`config.mk`:
```
export PLATFORM = sky130hd
export DESIGN_NAME = instr_cache_refill_ctrl
export DESIGN_NICKNAME = d
export VERILOG_FILES = /design/src/rtl/instr_cache_refill_ctrl.sv
export SDC_FILE = /design/constraint.sdc
export NUM_CORES = 1
export LEC_CHECK = 0
export ABC_AREA = 0
export CORE_AREA = 2 2 242 244
export CTS_CLUSTER_SIZE = 8
export DETAILED_ROUTE_END_ITERATION = 10
export DIE_AREA = 0 0 244 246
export PLACE_DENSITY_LB_ADDON = 0.15
export SETUP_SLACK_MARGIN = 0.02
export SYNTH_ARGS = -nofsm -noshare
export SYNTH_HDL_FRONTEND = slang
export SYNTH_SLANG_ARGS = --single-unit
export TNS_END_PERCENT = 30
```
`constraint.sdc`:
```
create_clock -name clk -period 6.84 [get_ports clk]
set_input_delay 0.684 -clock clk [delete_from_list [all_inputs] [get_ports clk]]
set_output_delay 0.684 -clock clk [all_outputs]
set_load 0.03 [all_outputs]
```
`src/rtl/instr_cache_refill_ctrl.sv`:
```
// instr_cache_refill_ctrl
//   Refill engine on the memory side of the L1 instruction cache. On a miss it
//   fetches the B-aligned block that contains MissAddr, one 32-bit word per
//   memory request. It assembles the words into RepBlock and then pulses
//   RepReady for one cycle so the cache set can install the block.
//
// Ports
//   clk        clock; all state updates on the rising edge
//   reset      asynchronous active-low reset
//   CacheMiss  active cache set reports a miss
//   MissAddr   byte address of the missing fetch
//   MemReq     read request to memory, qualifies MemAddr
//   MemAddr    word-aligned read address
//   MemRValid  read data valid, one pulse per accepted request
//   MemRData   read data word
//   RepReady   block complete, single-cycle pulse
//   RepBlock   assembled block; word i occupies bits [32i+31:32i]
//   Busy       high whenever the engine is not idle
//
// state | meaning
// IDLE  | waiting for a miss
// REQ   | issue the request for word[counter]
// WAIT  | request held until MemRValid
// DONE  | block complete, RepReady high
// HOLD  | one-cycle guard so a stale miss cannot retrigger

module instr_cache_refill_ctrl #(
  parameter int B         = 64,
  parameter int AddrWidth = 32
) (
  input  logic                 clk,
  input  logic                 reset,
  input  logic                 CacheMiss,
  input  logic [AddrWidth-1:0] MissAddr,
  output logic                 MemReq,
  output logic [AddrWidth-1:0] MemAddr,
  input  logic                 MemRValid,
  input  logic [31:0]          MemRData,
  output logic                 RepReady,
  output logic [B*8-1:0]       RepBlock,
  output logic                 Busy
);

  localparam int Words = B / 4;
  localparam int CntW  = $clog2(Words);
  localparam logic [CntW-1:0] LastCnt = CntW'(Words - 1);

  typedef enum logic [2:0] {IDLE, REQ, WAIT, DONE, HOLD} state_t;

  state_t                 r_state;
  state_t                 w_next;
  logic [AddrWidth-1:0]   r_base;
  logic [CntW-1:0]        r_cnt;
  logic [B*8-1:0]         r_block;
  logic [AddrWidth-1:0]   w_miss_base;
  logic                   w_start;
  logic                   w_capture;
  logic                   w_last;

  // Clearing the offset bits keeps every request inside one aligned block,
  // so the per-word add below can never carry out of the block.
  assign w_miss_base = MissAddr & ~AddrWidth'(B - 1);
  assign w_start     = (r_state == IDLE) && CacheMiss;
  assign w_capture   = (r_state == WAIT) && MemRValid;
  assign w_last      = (r_cnt == LastCnt);

  always_comb begin
    w_next   = r_state;
    MemReq   = 1'b0;
    RepReady = 1'b0;
    Busy     = 1'b1;
    case (r_state)
      IDLE: begin
        Busy = 1'b0;
        if (CacheMiss) w_next = REQ;
      end
      REQ: begin
        MemReq = 1'b1;
        w_next = WAIT;
      end
      WAIT: begin
        MemReq = 1'b1;
        if (MemRValid) w_next = w_last ? DONE : REQ;
      end
      DONE: begin
        RepReady = 1'b1;
        w_next   = HOLD;
      end
      HOLD:    w_next = IDLE;
      default: w_next = IDLE;
    endcase
  end

  assign MemAddr  = r_base + (AddrWidth'(r_cnt) << 2);
  assign RepBlock = r_block;

  always_ff @(posedge clk or negedge reset) begin
    if (!reset) begin
      r_state <= IDLE;
      r_base  <= '0;
      r_cnt   <= '0;
      r_block <= '0;
    end else begin
      r_state <= w_next;
      if (w_start) begin
        r_base <= w_miss_base;
        r_cnt  <= '0;
      end
      // Untouched words keep stale data from the previous refill; consumers
      // only sample on RepReady, by which point every word has been rewritten.
      if (w_capture) begin
        r_block[32*r_cnt +: 32] <= MemRData;
        if (!w_last) r_cnt <= r_cnt + 1'b1;
      end
    end
  end

endmodule

```
Word-level counts from Yosys, hierarchy flattened

Index checks and enable logic that the tools add are counted.
W data, S select, Z words.

Muxes and demuxes: 11
Eq/ne operators: 6
Shifts and indexed selects: 2
Reductions and logical operators: 5
Add/subtract/negate cells: 3

Operator list:

| kind                        | number |
|---|---|
| $bwmux W512                 | 1 |
| $shift A32 B34 Y512 const A | 1 |
| $shiftx A32 B34 Y512        | 1 |
| $neg A9 Y34                 | 1 |
| $add A32 B6 Y32             | 1 |
| $mux W4                     | 3 |
| $pmux W3 S4                 | 1 |
| $eq A3 B2 Y1 const B        | 2 |
| $mux W3                     | 2 |
| $add A4 B1 Y4 const B       | 1 |
| $eq A4 B4 Y1 const B        | 1 |
| $ne A2 B2 Y1 const B        | 2 |
| $eq A3 B1 Y1 const B        | 1 |
| $logic_not A3 Y1            | 1 |
| $mux W1                     | 3 |
| $logic_and A1 B1 Y1         | 2 |
| $mux W2                     | 1 |
| $reduce_and A2 Y1           | 1 |
| $reduce_or A2 Y1            | 1 |

Register bits: 545
Logic and storage cells: 31
Input bits: 68

Depth between registers and ports, before layout

Gate-level depths: netlist of the first run.

Depth in word-level cells: 5
Depth in mapped cells: 10
Gate-level depth less buffers: 6

Worst setup path before layout of the first run

No wires, ideal clock.

Path type: register to register
Start point: register r_cnt[0]
End point: register r_block[450] (netlist: RepBlock[450])
Data required time: 6.712 ns
Arrival time: 2.823 ns
Cell stages (with the launch flop): 10
Setup slack: 3.890 ns
Clock period less this slack: 2.950 ns
Path buffers: 5
Cell sequence: dfrtp_1 > clkbuf_1 > clkbuf_1 > nor3_1 > ha_1 > clkbuf_1 > or4_1 > clkbuf_1 > buf_2 > mux2_1

Cells in the longest elaborated chain, start to end: 3

RTL lines:

| element                                                            | RTL line | text |
|---|---|---|
| start, declared                                                    | 53       | `logic [CntW-1:0] r_cnt;` |
| start signal, assigned                                             | 113      | `if (!w_last) r_cnt <= r_cnt + 1'b1;` |
| $neg A9 Y34 (*)                                                    | 112      | `r_block[32*r_cnt +: 32] <= MemRData;` |
| $shiftx A32 B34 Y512 / $shift A32 B34 Y512 (equally long branches) | 112      |  |
| $bwmux W512 (*)                                                    | 112      |  |
| end signal, assigned by index                                      | 112      |  |
| end, declared                                                      | 54       | `logic [B*8-1:0] r_block;` |

Mark *: on every way between the ends. The rest lies on a longest branch, timed or not.
A chain may end at the register's enable or synchronous reset.

Final worst setup path of the first run

Start point: register r_cnt[0]
End point: register r_block[41] (netlist: RepBlock[41])

Same word-level chain as after synthesis.

==> run_results.csv, run 1 <==
group,metric,value,unit
status,status,"complete, no violations",
detailed_routing,met2_length,35900,um
detailed_routing,vias,15700,
finish,area_growth,42.2,%
grt,grt.total_usage,24.5,%
sta,min_period_over_period,59.9,%
sta,rsz0062_at_grt,"no",
sta,fin_skew,0.0148,ns
detailed_routing,met3_wirelength,5940,um
grt,grt_pass1_vias,16300,
clocking,cts_setup_buffers,0,
setup_path,ff2ff_setup_slack,2.74,ns
sta,fin_crit,4.10,ns
finish,final_core_util,52.6,%
finish,drive_above_1_share,16.0,%
setup_path,worstSetupStartpointType,"flip-flop",
finish,final_common_cell,"clkdlybuf4s50_1",
sta,tightest_slew,1.22,ns
logic_synthesis,ys_types,39,
detailed_routing,wirelength_met1,30200,um
run,max-cap-violations,0,
hold_path,hold_class,"primary input to asynchronous set/reset pin",
power_and_ir_drop,p_sw_share,32.7,%
logic_synthesis,async_reset_ff_share,100,%
logic_synthesis,synth_edf_count,0,
clocking,clkTransAtPathRegs,0.05,ns
logic_synthesis,synth_top_flop_cell,"dfrtp_1",
sta,setup_violations,0,
placed_design,place_congestion,0.792,
sta,max_slew_margin,18.4,%
power_and_ir_drop,switching_power,3030,uW
sta,slew_viol_final,0,
clocking,htree_levels,3,
logic_synthesis,synth_top_cell_area_share,64.3,%
detailed_routing,wl_per_cell,23.5,um
floorplanning,initial_core_util,37.0,%
power_and_ir_drop,clkPwrFrac,36.8,%
power_and_ir_drop,power.share.combinational,24.1,%
placed_design,io_buffers,606,
detailed_routing,postRouteAntennaNets,0,
setup_path,crit_type,"flip-flop to flip-flop",
power_and_ir_drop,vdd_drop_max,0.229,mV
logic_synthesis,synth_area,21200,um2
grt,overflow,0,
grt,antenna_found_initial,5,
detailed_routing,drc_errors,0,
logic_synthesis,yosys.area.top_type,"dfrtp_1",
logic_synthesis,yosys_warnings,0,
placed_design,hpwl,51800,um
finish,num-nets-final,2449,
clocking,cts_buffers,78,
logic_synthesis,ys_top_cells_by_area,"dfrtp_1 64%, mux2_2 13%, nand2_1 7.1%",
floorplanning,die_h,246,um
logic_synthesis,ys_ff_latch,545,
finish,n_antenna_cell,0,
setup_path,crit_required,7.29,ns
power_and_ir_drop,internal_power,6240,uW
power_and_ir_drop,seqPwrFrac,39.1,%
clocking,cts.sinks,545,
sta,timing.final.hold_violations,0,
grt,grt_max_degree,175,
setup_path,arrival,4.55,ns
floorplanning,die_w,244,um
logic_synthesis,avgSynthCellArea,12.0,um2
clocking,clock_path_buffers,3,
sta,clock.fmax,244,MHz
power_and_ir_drop,leakagePower,0.0138,uW
floorplanning,ios,615,
clocking,cts-root-buf,"clkbuf_16",
detailed_routing,drtPass1Iterations,5,
floorplanning,die_area,60000,um2
setup_path,end_kind,"flip-flop",
clocking,hold_buffers,0,
floorplanning,core-area,57400,um2
setup_path,cp_max_fo,45,
clocking,cts_tree,"yes",
logic_synthesis,seq_area_frac_synth,64.3,%
detailed_routing,wl,74000,um
grt,grt_first_pass_wirelength,109000,um
finish,final_cell_mix,"605 x clkdlybuf4s50_1, 544 x dfrtp_1, 402 x nand2_1",
logic_synthesis,synthCells,1772,
power_and_ir_drop,power_density,307,nW/um2
detailed_routing,drt-initial-drc-count,821,
clocking,cts_resized,0,
sta,fin_tns_setup,0,ns
sta,holdWs,0.119,ns
detailed_routing,via_per_inst,4.99,
floorplanning,row_count,88,
clocking,clock_latency,0.61,ns
detailed_routing,top_layer,"met4",
## critical path: stages (launching register included)
cell and delay (ns):
dfrtp_2 0.86, inv_1 0.20, ha_1 0.34, xnor2_1 0.61, nand4_1 1.07, buf_4 0.64, nand2_1 0.11, o21ai_0 0.09
## cells in the mapped netlist, types with 3 or more instances
cell type and instances:
and2_1 67, buf_2 22, dfrtp_1 545, and3_1 32
mux2_1 40, inv_1 6, o21ai_0 218, clkbuf_1 74
xnor2_1 3, buf_4 12, nor2_1 43, ha_1 5
o21ai_1 9, nand4_1 8, nand2_1 402, nor2_2 3
nor2b_1 3, nor3_1 5, mux2_2 249, or4_1 3
## registers in the layout, indices dropped and copies added (netlist names)
register,count
r_cnt,4
r_base,26
RepBlock,512
r_state,3
## power groups by stage
| stage | logic, uW | clock network, uW | registers, uW |
|---|---|---|---|
| 3_5_place_dp | 2250 | 0 | 3670 |
| 5_1_grt | 2410 | 3650 | 3660 |
| 4_1_cts | 2260 | 3490 | 3630 |
| 2_1_floorplan | 775 | 0 | 4070 |
| 3_3_place_gp | 2230 | 0 | 3660 |
| 6_report | 2240 | 3420 | 3630 |
## metal layers
| layer | GRT usage, % | vias to the layer above |
|---|---|---|
| met5 | 0 | - |
| li1 | - | 7124 |
| met2 | 40.5 | 518 |
| met1 | 30.0 | 7954 |
| met3 | 8.82 | 108 |
| met4 | 7.41 | 0 |
## kinds of logic (layout without fill, tap and decap cells)
logic type	count (synthesis)	after routing	synth area share, %
muxes	289	289	15.3
DFF	545	545	64.3
adders and majority gates	5	5	0.295
AOI/OAI and AO/OA	236	236	5.69
other	1	2	0.0177
xor gates and xnor gates	4	4	0.165
buffers and inverters	117	728	2.41
and+or+nand+nor	575	575	11.8
## path summary, 6_finish.rpt
path | start | endpoint | depth (start not counted)
worst max-delay path | r_cnt[0] | RepBlock[41] | 7
worst min-delay path | reset | r_base[30] | 1
worst max register to register | r_cnt[0] | RepBlock[41] | 7
worst min register to register | r_base[28] | r_base[28] | 2
max in group asynchronous | reset | RepBlock[420] | 2
min in group clk | r_base[28] | r_base[28] | 2
## area by class of cell
class / instances / area, um2
tap: 765 / 957
fill: 5016 / 27200
clock buffer: 83 / 2030
timing repair buffer: 633 / 6300
inverter: 7 / 26.3
clock inverter: 5 / 47.5
sequential: 545 / 13600
multi-input combinational: 1111 / 7180
## through the flow
stage                     instance area (um2)  power, uW  std cells  worst slack (ns)
after floorplan                         21200       4850       1773              3.89
after global placement                  28100       5900       3061              2.81
after detailed placement                28100       5930       3061              2.77
after CTS                               30200       9380       3149              2.77
after global routing                    30200       9710       3149              2.45
final                                   30200       9280       3149              2.74
No activity file was read; power rests on OpenSTA's default activity.
==> inputs of run 2 (changes only) <==
--- a/config.mk
+++ b/config.mk
@@ -6,10 +6,10 @@
 export NUM_CORES = 1
 export LEC_CHECK = 0
 export ABC_AREA = 0
-export CORE_AREA = 2 2 242 244
+export CORE_AREA = 2 2 239 241
 export CTS_CLUSTER_SIZE = 8
 export DETAILED_ROUTE_END_ITERATION = 10
-export DIE_AREA = 0 0 244 246
+export DIE_AREA = 0 0 241 243
 export PLACE_DENSITY_LB_ADDON = 0.15
 export SETUP_SLACK_MARGIN = 0.02
 export SYNTH_ARGS = -nofsm -noshare
==> constraint.sdc (replaced) <==
create_clock -name clk -period 3.65 [get_ports clk]
set_input_delay 0.365 -clock clk [delete_from_list [all_inputs] [get_ports clk]]
set_output_delay 0.365 -clock clk [all_outputs]
set_load 0.03 [all_outputs]
==> run 2 against run 1 <==
  * Flip-flop and latch count unchanged
  * Largest cell class unchanged
  * Critical path type unchanged
  * Power is 87% higher
  * Core utilization is 1.6 points higher
  * Via count about the same
==> run_results.csv, run 2 (synthesis results as in run 1) <==
group,metric,value,unit
sta,max_slew_margin,27.2,%
placed_design,io_buffers,606,
clocking,cts.sinks,545,
sta,timing.final.hold_violations,0,
floorplanning,die_h,243,um
detailed_routing,wl,73200,um
clocking,clkTransAtPathRegs,0.05,ns
sta,slew_viol_final,0,
detailed_routing,wl_per_cell,23.2,um
sta,fin_skew,0.0129,ns
grt,grt_pass1_vias,16200,
sta,fin_crit,3.25,ns
run,max-cap-violations,0,
placed_design,place_congestion,0.813,
detailed_routing,drt-initial-drc-count,779,
finish,layoutNonFillerInstCount,3154,
power_and_ir_drop,leakagePower,0.0138,uW
floorplanning,core-area,56000,um2
sta,fin_tns_setup,0,ns
clocking,cts_tree,"yes",
placed_design,dp_cells,3062,
floorplanning,ios,615,
detailed_routing,met3_wirelength,6110,um
detailed_routing,met2_length,35700,um
status,status,"complete, no violations",
sta,min_period_over_period,89.0,%
setup_path,worstSetupStartpointType,"flip-flop",
hold_path,hold_class,"primary input to asynchronous set/reset pin",
clocking,cts_resized,0,
detailed_routing,vias,15700,
clocking,clock_latency,0.61,ns
floorplanning,die_area,58600,um2
floorplanning,row_count,87,
setup_path,crit_required,4.12,ns
clocking,htree_levels,3,
detailed_routing,via_per_inst,4.98,
setup_path,end_kind,"flip-flop",
sta,setup_violations,0,
sta,rsz0062_at_grt,"no",
placed_design,hpwl,52000,um
floorplanning,die_w,241,um
grt,grt_max_degree,125,
detailed_routing,top_layer,"met5",
setup_path,cp_max_fo,38,
detailed_routing,drc_errors,0,
finish,final_cell_mix,"605 x clkdlybuf4s50_1, 544 x dfrtp_1, 402 x nand2_1",
floorplanning,initial_core_util,37.9,%
detailed_routing,drtPass1Iterations,5,
sta,tightest_slew,1.09,ns
sta,holdWs,0.289,ns
detailed_routing,wirelength_met1,29800,um
grt,grt_first_pass_wirelength,109000,um
detailed_routing,postRouteAntennaNets,0,
clocking,cts_buffers,78,
finish,final_common_cell,"clkdlybuf4s50_1",
setup_path,arrival,3.72,ns
clocking,clock_path_buffers,3,
grt,overflow,0,
grt,grt.total_usage,25.1,%
finish,drive_above_1_share,16.3,%
finish,num-nets-final,2460,
setup_path,crit_type,"flip-flop to flip-flop",
power_and_ir_drop,power_density,572,nW/um2
grt,antenna_found_initial,5,
finish,largest_reg_flops,512,
power_and_ir_drop,vdd_drop_max,0.400,mV
clocking,cts-root-buf,"clkbuf_16",
sta,clock.fmax,308,MHz
finish,area_growth,42.9,%
[run 2: cell count changes in the layout (fill, tap and decap cells not counted)]
cell,previous run,this run
clkbuf_1,1,2
clkinv_4,0,1
buf_4,25,30
inv_6,3,2
diode_2,0,3
clkinv_2,1,0
clkbuf_8,2,0
clkbuf_16,80,78
clkinv_8,1,5
nor2b_4,0,1
dlygate4sd3_1,0,1
nor2b_2,1,0
buf_12,2,7
[run 2: final timing paths]
path                                   start             to  slack (ns)  cells after the start
worst min register to register  RepBlock[29]   RepBlock[29]        0.47                      2
min in group clk                MissAddr[28]     r_base[28]        0.30                      3
worst max register to register      r_cnt[1]  RepBlock[460]        0.40                      7
worst min-delay path                   reset  RepBlock[409]        0.29                      2
worst max-delay path                r_cnt[1]  RepBlock[460]        0.40                      7
max in group asynchronous              reset  RepBlock[262]        2.32                      3
[run 2: layout make-up]
type | count | area (um2)
flip-flops and latches | 545 | 13600
well taps | 756 | 946
inverters | 7 | 26.3
fillers | 4905 | 25600
diodes | 3 | 7.51
clock inverters | 8 | 108
multi-input cells | 1111 | 7180
clock buffers | 80 | 1960
repair buffers | 644 | 6450
[run 2: worst max-delay path: stages (launching register included)]
cell and delay (ns):
dfrtp_1 0.52, inv_1 0.12, ha_1 0.30, buf_4 0.39, o311ai_1 0.40, or4_2 0.64, buf_4 0.31, mux2_1 0.39
[run 2: through the flow]
stage / setup slack (ns) / power (uW) / util, % / instance area [um2]
floorplan: 0.700 / 9090 / - / 21200
global placement: 0.510 / 11100 / 50.5 / 28200
detailed placement: 0.443 / 11100 / 50.5 / 28200
CTS: 0.405 / 17600 / 54.2 / 30300
global route: 0.271 / 18100 / 54.2 / 30300
finish: 0.400 / 17300 / 54.2 / 30300
[run 2: where the power goes]
group / total, uW / switching, uW / internal (uW)
registers: 6750 / 269 / 6480
logic: 4250 / 2890 / 1370
clock network: 6330 / 2550 / 3780
[run 2: what timing repair did]
item                      4_1_cts  5_1_grt
hold endpoints to repair       39        0
hold buffers                    1        0
buffers inserted                0        0
[run 2: metal layers]
metal	vias up	global-route usage (%)
li1	7152	-
met1	7942	31.3
met2	531	41.3
met3	89	8.32
met4	2	7.24
met5	-	0
